--- config.mk ---
export PLATFORM = sky130hd
export DESIGN_NAME = spi_reg_arbiter
export DESIGN_NICKNAME = d
export VERILOG_FILES = /design/src/rtl/spi_reg_arbiter_pkg.sv /design/src/rtl/spi_reg_arbiter_rr_arb2.sv /design/src/rtl/spi_reg_arbiter.sv
export SDC_FILE = /design/constraint.sdc
export NUM_CORES = 1
export LEC_CHECK = 0
export CORE_AREA = 2 2 95 97
export DETAILED_ROUTE_END_ITERATION = 10
export DIE_AREA = 0 0 97 99
export HOLD_SLACK_MARGIN = 0.1
export MAX_ROUTING_LAYER = met4
export PLACE_DENSITY = 0.76
export SYNTH_ARGS = -nofsm -noshare
export SYNTH_HDL_FRONTEND = slang
export SYNTH_SLANG_ARGS = --single-unit
--- constraint.sdc ---
create_clock -name clk -period 1.9 [get_ports clk]
set_input_delay 0.38 -clock clk [delete_from_list [all_inputs] [get_ports clk]]
set_output_delay 0.38 -clock clk [all_outputs]
set_load 0.01 [all_outputs]
--- src/rtl/spi_reg_arbiter_pkg.sv ---
// Shared types and constants for the SPI register-access arbiter.
// Holds the FSM encoding, bus widths and the small byte-building helpers.
package spi_reg_arbiter_pkg;

  localparam int NUM_REQ         = 2;
  localparam int BYTE_W          = 8;
  localparam int ADDR_W          = 7;
  localparam int RD_FLAG_BIT_DEF = 7;

  typedef enum logic [2:0] {
    ST_IDLE    = 3'd0,
    ST_LOAD    = 3'd1,
    ST_SEND    = 3'd2,
    ST_WAIT_RX = 3'd3,
    ST_RESP    = 3'd4
  } state_e;

  // The read flag overlays one bit of the zero-extended register address.
  function automatic logic [BYTE_W-1:0] mk_addr_byte(input logic rnw,
                                                     input logic [ADDR_W-1:0] addr,
                                                     input int flag_bit);
    logic [BYTE_W-1:0] b;
    b = {1'b0, addr};
    b[flag_bit[2:0]] = rnw;
    return b;
  endfunction

  function automatic logic [NUM_REQ-1:0] idx_onehot(input logic idx);
    return {idx, ~idx};
  endfunction

endpackage

--- src/rtl/spi_reg_arbiter_rr_arb2.sv ---
// Two-way round-robin arbiter: combinational one-hot grant, pointer moves
// to the requester that did not win whenever the parent accepts a grant.
module spi_rr_arb2
  import spi_reg_arbiter_pkg::*;
(
  input  logic               clk,
  input  logic               n_rst,
  input  logic [NUM_REQ-1:0] req_i,
  input  logic               advance_i,
  output logic [NUM_REQ-1:0] gnt_o
);

  logic ptr_q;
  logic ptr_d;

  // Grant selection: pointer names the requester with priority.
  always_comb begin
    gnt_o = 2'b00;
    if (ptr_q == 1'b0) begin
      if (req_i[0])      gnt_o = 2'b01;
      else if (req_i[1]) gnt_o = 2'b10;
      else               gnt_o = 2'b00;
    end else begin
      if (req_i[1])      gnt_o = 2'b10;
      else if (req_i[0]) gnt_o = 2'b01;
      else               gnt_o = 2'b00;
    end
  end

  // Pointer next state.
  always_comb begin
    ptr_d = ptr_q;
    if (advance_i && (gnt_o != 2'b00)) ptr_d = ~gnt_o[1];
    else                               ptr_d = ptr_q;
  end

  // Pointer register.
  always_ff @(posedge clk or negedge n_rst) begin
    if (!n_rst) ptr_q <= 1'b0;
    else        ptr_q <= ptr_d;
  end

endmodule

--- src/rtl/spi_reg_arbiter.sv ---
// Arbitrates two register-access requesters onto one SPI master, presenting
// the address/data bytes as a show-ahead FIFO and returning the second rx byte.
module spi_reg_arbiter
  import spi_reg_arbiter_pkg::*;
#(
  parameter int TIMEOUT_CYC = 4096,
  parameter int RD_FLAG_BIT = RD_FLAG_BIT_DEF
) (
  input  logic                      clk,
  input  logic                      n_rst,
  input  logic [NUM_REQ-1:0]        req_valid_i,
  input  logic [NUM_REQ-1:0]        req_rnw_i,
  input  logic [NUM_REQ*ADDR_W-1:0] req_addr_i,
  input  logic [NUM_REQ*BYTE_W-1:0] req_wdata_i,
  output logic [NUM_REQ-1:0]        req_ready_o,
  output logic [NUM_REQ-1:0]        rsp_valid_o,
  output logic [BYTE_W-1:0]         rsp_rdata_o,
  output logic                      rsp_err_o,
  output logic                      tx_empty_o,
  output logic [BYTE_W-1:0]         tx_data_o,
  input  logic                      tx_rdreq_i,
  input  logic [BYTE_W-1:0]         rx_data_i,
  input  logic                      rx_wrreq_i,
  input  logic                      spi_ready_i
);

  localparam int TO_W = $clog2(TIMEOUT_CYC + 1);

  state_e              state_q, state_d;
  logic                idx_q, idx_d, rnw_q, rnw_d, tx_sel_q, tx_sel_d;
  logic [ADDR_W-1:0]   addr_q, addr_d;
  logic [BYTE_W-1:0]   wdata_q, wdata_d, data_byte_q, data_byte_d, rd_byte_q, rd_byte_d;
  logic [BYTE_W-1:0]   tx_data_q, tx_data_d, rsp_rdata_q, rsp_rdata_d;
  logic                tx_empty_q, tx_empty_d, rsp_err_q, rsp_err_d;
  logic [1:0]          rx_cnt_q, rx_cnt_d;
  logic [TO_W-1:0]     to_cnt_q, to_cnt_d;
  logic [NUM_REQ-1:0]  req_ready_q, req_ready_d, rsp_valid_q, rsp_valid_d;
  logic [NUM_REQ-1:0]  gnt_s;
  logic                grant_s, win_idx_s, rx_hit_s, rx_last_s, to_hit_s;

  assign grant_s   = (state_q == ST_IDLE) && spi_ready_i && (req_valid_i != 2'b00);
  assign win_idx_s = gnt_s[1];
  assign rx_hit_s  = rx_wrreq_i && ((state_q == ST_SEND) || (state_q == ST_WAIT_RX));
  assign rx_last_s = rx_hit_s && (rx_cnt_q == 2'd1);
  assign to_hit_s  = (to_cnt_q == TO_W'(TIMEOUT_CYC - 1));

  spi_rr_arb2 u_arb (
    .clk       (clk),
    .n_rst     (n_rst),
    .req_i     (req_valid_i),
    .advance_i (grant_s),
    .gnt_o     (gnt_s)
  );

  // Transaction FSM and datapath next state.
  always_comb begin
    state_d     = state_q;
    idx_d       = idx_q;
    rnw_d       = rnw_q;
    addr_d      = addr_q;
    wdata_d     = wdata_q;
    data_byte_d = data_byte_q;
    tx_sel_d    = tx_sel_q;
    tx_data_d   = tx_data_q;
    tx_empty_d  = tx_empty_q;
    to_cnt_d    = to_cnt_q;
    req_ready_d = 2'b00;
    rsp_valid_d = 2'b00;
    rsp_rdata_d = 8'h00;
    rsp_err_d   = 1'b0;
    rx_cnt_d    = (rx_hit_s && (rx_cnt_q != 2'd2)) ? rx_cnt_q + 2'd1 : rx_cnt_q;
    rd_byte_d   = rx_last_s ? rx_data_i : rd_byte_q;

    case (state_q)
      ST_IDLE: begin
        if (grant_s) begin
          state_d     = ST_LOAD;
          req_ready_d = gnt_s;
          idx_d       = win_idx_s;
          rnw_d       = req_rnw_i[win_idx_s];
          addr_d      = req_addr_i[win_idx_s*ADDR_W +: ADDR_W];
          wdata_d     = req_wdata_i[win_idx_s*BYTE_W +: BYTE_W];
          to_cnt_d    = '0;
        end else begin
          state_d = ST_IDLE;
        end
      end
      ST_LOAD: begin
        tx_data_d   = mk_addr_byte(rnw_q, addr_q, RD_FLAG_BIT);
        data_byte_d = rnw_q ? 8'h00 : wdata_q;
        tx_empty_d  = 1'b0;
        tx_sel_d    = 1'b0;
        rx_cnt_d    = 2'd0;
        rd_byte_d   = 8'h00;
        to_cnt_d    = to_cnt_q + TO_W'(1);
        state_d     = ST_SEND;
      end
      ST_SEND, ST_WAIT_RX: begin
        to_cnt_d = to_cnt_q + TO_W'(1);
        if ((state_q == ST_SEND) && tx_rdreq_i && !tx_empty_q) begin
          if (!tx_sel_q) begin
            tx_sel_d  = 1'b1;
            tx_data_d = data_byte_q;
          end else begin
            tx_empty_d = 1'b1;
            state_d    = ST_WAIT_RX;
          end
        end
        // A finished exchange wins over a timeout landing on the same cycle.
        if ((state_q == ST_WAIT_RX) && ((rx_cnt_q == 2'd2) || rx_last_s)) begin
          state_d     = ST_RESP;
          rsp_valid_d = idx_onehot(idx_q);
          rsp_rdata_d = rnw_q ? (rx_last_s ? rx_data_i : rd_byte_q) : 8'h00;
        end else if (to_hit_s) begin
          state_d     = ST_RESP;
          tx_empty_d  = 1'b1;
          rsp_valid_d = idx_onehot(idx_q);
          rsp_err_d   = 1'b1;
        end
      end
      ST_RESP: begin
        state_d = ST_IDLE;
      end
      default: begin
        state_d    = ST_IDLE;
        tx_empty_d = 1'b1;
      end
    endcase
  end

  // State and datapath registers.
  always_ff @(posedge clk or negedge n_rst) begin
    if (!n_rst) begin
      state_q     <= ST_IDLE;
      idx_q       <= 1'b0;
      rnw_q       <= 1'b0;
      addr_q      <= 7'h00;
      wdata_q     <= 8'h00;
      data_byte_q <= 8'h00;
      tx_sel_q    <= 1'b0;
      tx_data_q   <= 8'h00;
      tx_empty_q  <= 1'b1;
      rx_cnt_q    <= 2'd0;
      rd_byte_q   <= 8'h00;
      to_cnt_q    <= '0;
      req_ready_q <= 2'b00;
      rsp_valid_q <= 2'b00;
      rsp_rdata_q <= 8'h00;
      rsp_err_q   <= 1'b0;
    end else begin
      state_q     <= state_d;
      idx_q       <= idx_d;
      rnw_q       <= rnw_d;
      addr_q      <= addr_d;
      wdata_q     <= wdata_d;
      data_byte_q <= data_byte_d;
      tx_sel_q    <= tx_sel_d;
      tx_data_q   <= tx_data_d;
      tx_empty_q  <= tx_empty_d;
      rx_cnt_q    <= rx_cnt_d;
      rd_byte_q   <= rd_byte_d;
      to_cnt_q    <= to_cnt_d;
      req_ready_q <= req_ready_d;
      rsp_valid_q <= rsp_valid_d;
      rsp_rdata_q <= rsp_rdata_d;
      rsp_err_q   <= rsp_err_d;
    end
  end

  assign req_ready_o = req_ready_q;
  assign rsp_valid_o = rsp_valid_q;
  assign rsp_rdata_o = rsp_rdata_q;
  assign rsp_err_o   = rsp_err_q;
  assign tx_empty_o  = tx_empty_q;
  assign tx_data_o   = tx_data_q;

endmodule

==> metrics.cfg <==
[outcome]
status = complete, no violations

[run]
cap_viol_max_count = 0

[critical_path]
r2r_slack_ns = 0.11
crit_slowest_cell = dfstp_2
path_cells = clkdlybuf4s50_1
r2r_start = to_cnt_q[0]
critPathBufInv = 1
critPathLaunchType = register
critical_path_required_ns = 1.52
end_kind = primary output
critPathMaxFanout = 5
ff2ff_path_depth = 5
arrival_ns = 1.45
critical_path_class = register to primary output
cp_slowest_stage_delay_ns = 0.57
critPathTopFamily = flip-flops
r2r_end = tx_empty_o

[timing]
grt_setup_unrepaired = false
setup_tns_ns = 0
final-hold-violation-count = 0
post-route-period-util_pct = 96.1
setup-violations-final = 0
fmax_mhz = 547
finalMaxSlewViolations = 0
worst_slew_pin_slew_ns = 0.485
fin_skew_ns = 0.0109
period_needed_ns = 1.83
relSlewSlack_pct = 67.7

[logic_synthesis]
synth_edf_count = 0
yosysTopAreaCell = dfrtp_1
synth.most_common_cell = dfrtp_1
synth_area_mm2 = 0.00336
syn_nets = 361
ys_types = 43
synth_top_cell_area_share_pct = 55.2
synth-seq-cells = 75
syn-mean-instance-area_um2 = 10.8
ys_top_cells_by_count = dfrtp_1, nand2_1, o21ai_0
ys_warn_count = 0
synthTopCellsByArea = dfrtp_1, mux2i_1, mux2_2, nand2_1, o21ai_0
async_reset_ff_share_pct = 100
synth_cells = 311
seq_area_frac_synth_pct = 55.9
synth_flop_cell = dfrtp_1

[power_and_ir_drop]
seqPwrFrac_pct = 44.1
switchingPower_mw = 2.00
pwr_density_cell_mw_per_mm2 = 1320
p_leak_nw = 2.08
totalPowerFinal_mw = 5.89
clkPwrFrac_pct = 22.7
p_sw_share_pct = 34.0
vdd_drop_max_v = 0.000494
combPwrFrac_pct = 33.2
p_int_mw = 3.89

[final_layout]
fin_nets = 434
final_cell_count_no_fill = 497
syn_to_final_growth_pct = 32.5
nFillCells = 736
diodes = 0
final_layout_size_suffix_gt1_share_pct = 14.4

[global_route]
grt_remaining_overflow = 0
globalRouteMet2Util_pct = 26.0
grt_max_degree = 44
use_met1_pct = 20.2
grt_pass1_wl_um = 12000
antenna_found_initial = 0
grt_pass1_vias = 2487
gr-usage-all-layers_pct = 16.2
use_met3_pct = 3.33
busiest_layer = met2

[routing]
wl_per_cell_um = 14.1
first_iter_violations = 68
drc = 0
dr.pass1.iters = 4
ant_nets = 0
drt-total-wl_um = 7020
via_count = 2460
routed_via_density = 4.95

[hold_path]
min-delay-start = data_byte_q[7]
hold_depth = 2
worstHoldEndpoint = data_byte_q[7]
hp-class = register to register

[clock_network]
cts_buffers = 9
cts_max_level = 3
path_clk_slew_ns = 0.07
clock_latency_ns = 0.35
root_buffer = clkbuf_8
cts_tree = done
clkSinkCount = 75
max-clock-path-buffers = 2

[place]
gp_congestion = 0.803
io_buffers = 68
place_inst = 480
hpwl_um = 4890

[die]
start_util_pct = 39.3
fp.coreArea_mm2 = 0.00855
die_h_um = 99
dieArea_mm2 = 0.00960
die_x_um = 97
ios = 69
num_rows = 34

[repair_timing]
action	4_1_cts	5_1_grt
resized for setup	0	1
setup endpoints to repair	0	1
endpoints found under the hold margin	34	0
hold buffers	1	0
buffers inserted	0	0
[flip-flops by register name (all words and copies together), names as in the netlist]
name / count
rsp_err_o: 1
to_cnt_q: 13
tx_empty_o: 1
idx_q: 1
rsp_valid_o: 2
tx_data_o: 8
data_byte_q: 8
rsp_rdata_o: 8
state_q: 3
rnw_q: 1
rd_byte_q: 8
rx_cnt_q: 2
u_arb.ptr_q: 1
addr_q: 7
wdata_q: 8
tx_sel_q: 1
req_ready_o: 2
[power by group through the flow]
| stage | sequential [mW] | clock [mW] | combinational, mW |
|---|---|---|---|
| finish | 2.59 | 1.34 | 1.95 |
| global route | 2.67 | 1.43 | 2.20 |
| CTS | 2.59 | 1.36 | 1.97 |
| detailed placement | 2.62 | 0 | 1.96 |
| global placement | 2.59 | 0 | 1.88 |
| floorplan | 2.46 | 0 | 1.34 |
[cells in the final DEF, fill, tap and decap left out, drive strengths merged, types with 9 or more instances in the layout]
cell,instances
o21ai,30
nor2,25
clkbuf,10
buf,10
mux2i,27
nand3,16
clkdlybuf4s50,67
nand2,46
dfrtp,74
mux2,16
nand3b,9
[worst max path at each step]
| stage | to | from | slack (ns) | depth (start not counted) |
|---|---|---|---|---|
| 6_report | tx_empty_o | tx_empty_o | 0.07 | 1 |
| 5_1_grt | tx_empty_o | to_cnt_q[0] | 0.01 | 5 |
| 4_1_cts | tx_empty_o | tx_empty_o | 0.06 | 1 |
| 3_5_place_dp | tx_data_o[1] | tx_rdreq_i | -0.12 | 6 |
| 3_3_place_gp | tx_data_o[4] | tx_rdreq_i | -0.08 | 6 |
| 2_1_floorplan | to_cnt_q[12] | to_cnt_q[0] | 0.29 | 5 |
[kinds of logic after synthesis]
family / share of synthesized area [%]
multiplexers: 13.4
adder cells (fa/ha/maj): 1.12
buffers and inverters: 2.72
AO/OA/AOI/OAI: 8.50
XOR/XNOR: 0.522
AND/OR/NAND/NOR: 17.8
flip-flops: 55.9
[layer usage]
layer,vias to the layer above,wire (um)
met2,63,3410
li1,1222,-
met4,0,81
met5,-,0
met3,6,334
met1,1169,3190
[cell type report]
cell class              count  area [um^2]  share of cell area [%]
multi-input cells         213         1400                    31.4
flip-flops and latches     75         1880                    42.2
inverters                   7         26.3                   0.591
repair buffers             78          793                    17.8
clock buffers              10          128                    2.87
well taps                 108          135                    3.04
clock inverters             6         90.1                    2.03
[per-stage QoR]
stage,hold slack [ns],cell area [um^2],util (%),setup slack [ns]
final,0.476,4450,52.0,0.0732
after global routing,0.489,4450,52.0,0.00973
after global placement,0.375,4220,49.3,-0.0842
after CTS,0.475,4450,52.0,0.0590
after detailed placement,0.382,4220,49.3,-0.119
after floorplan,0.0844,3360,-,0.285
No activity file was read; power rests on OpenSTA's default activity.
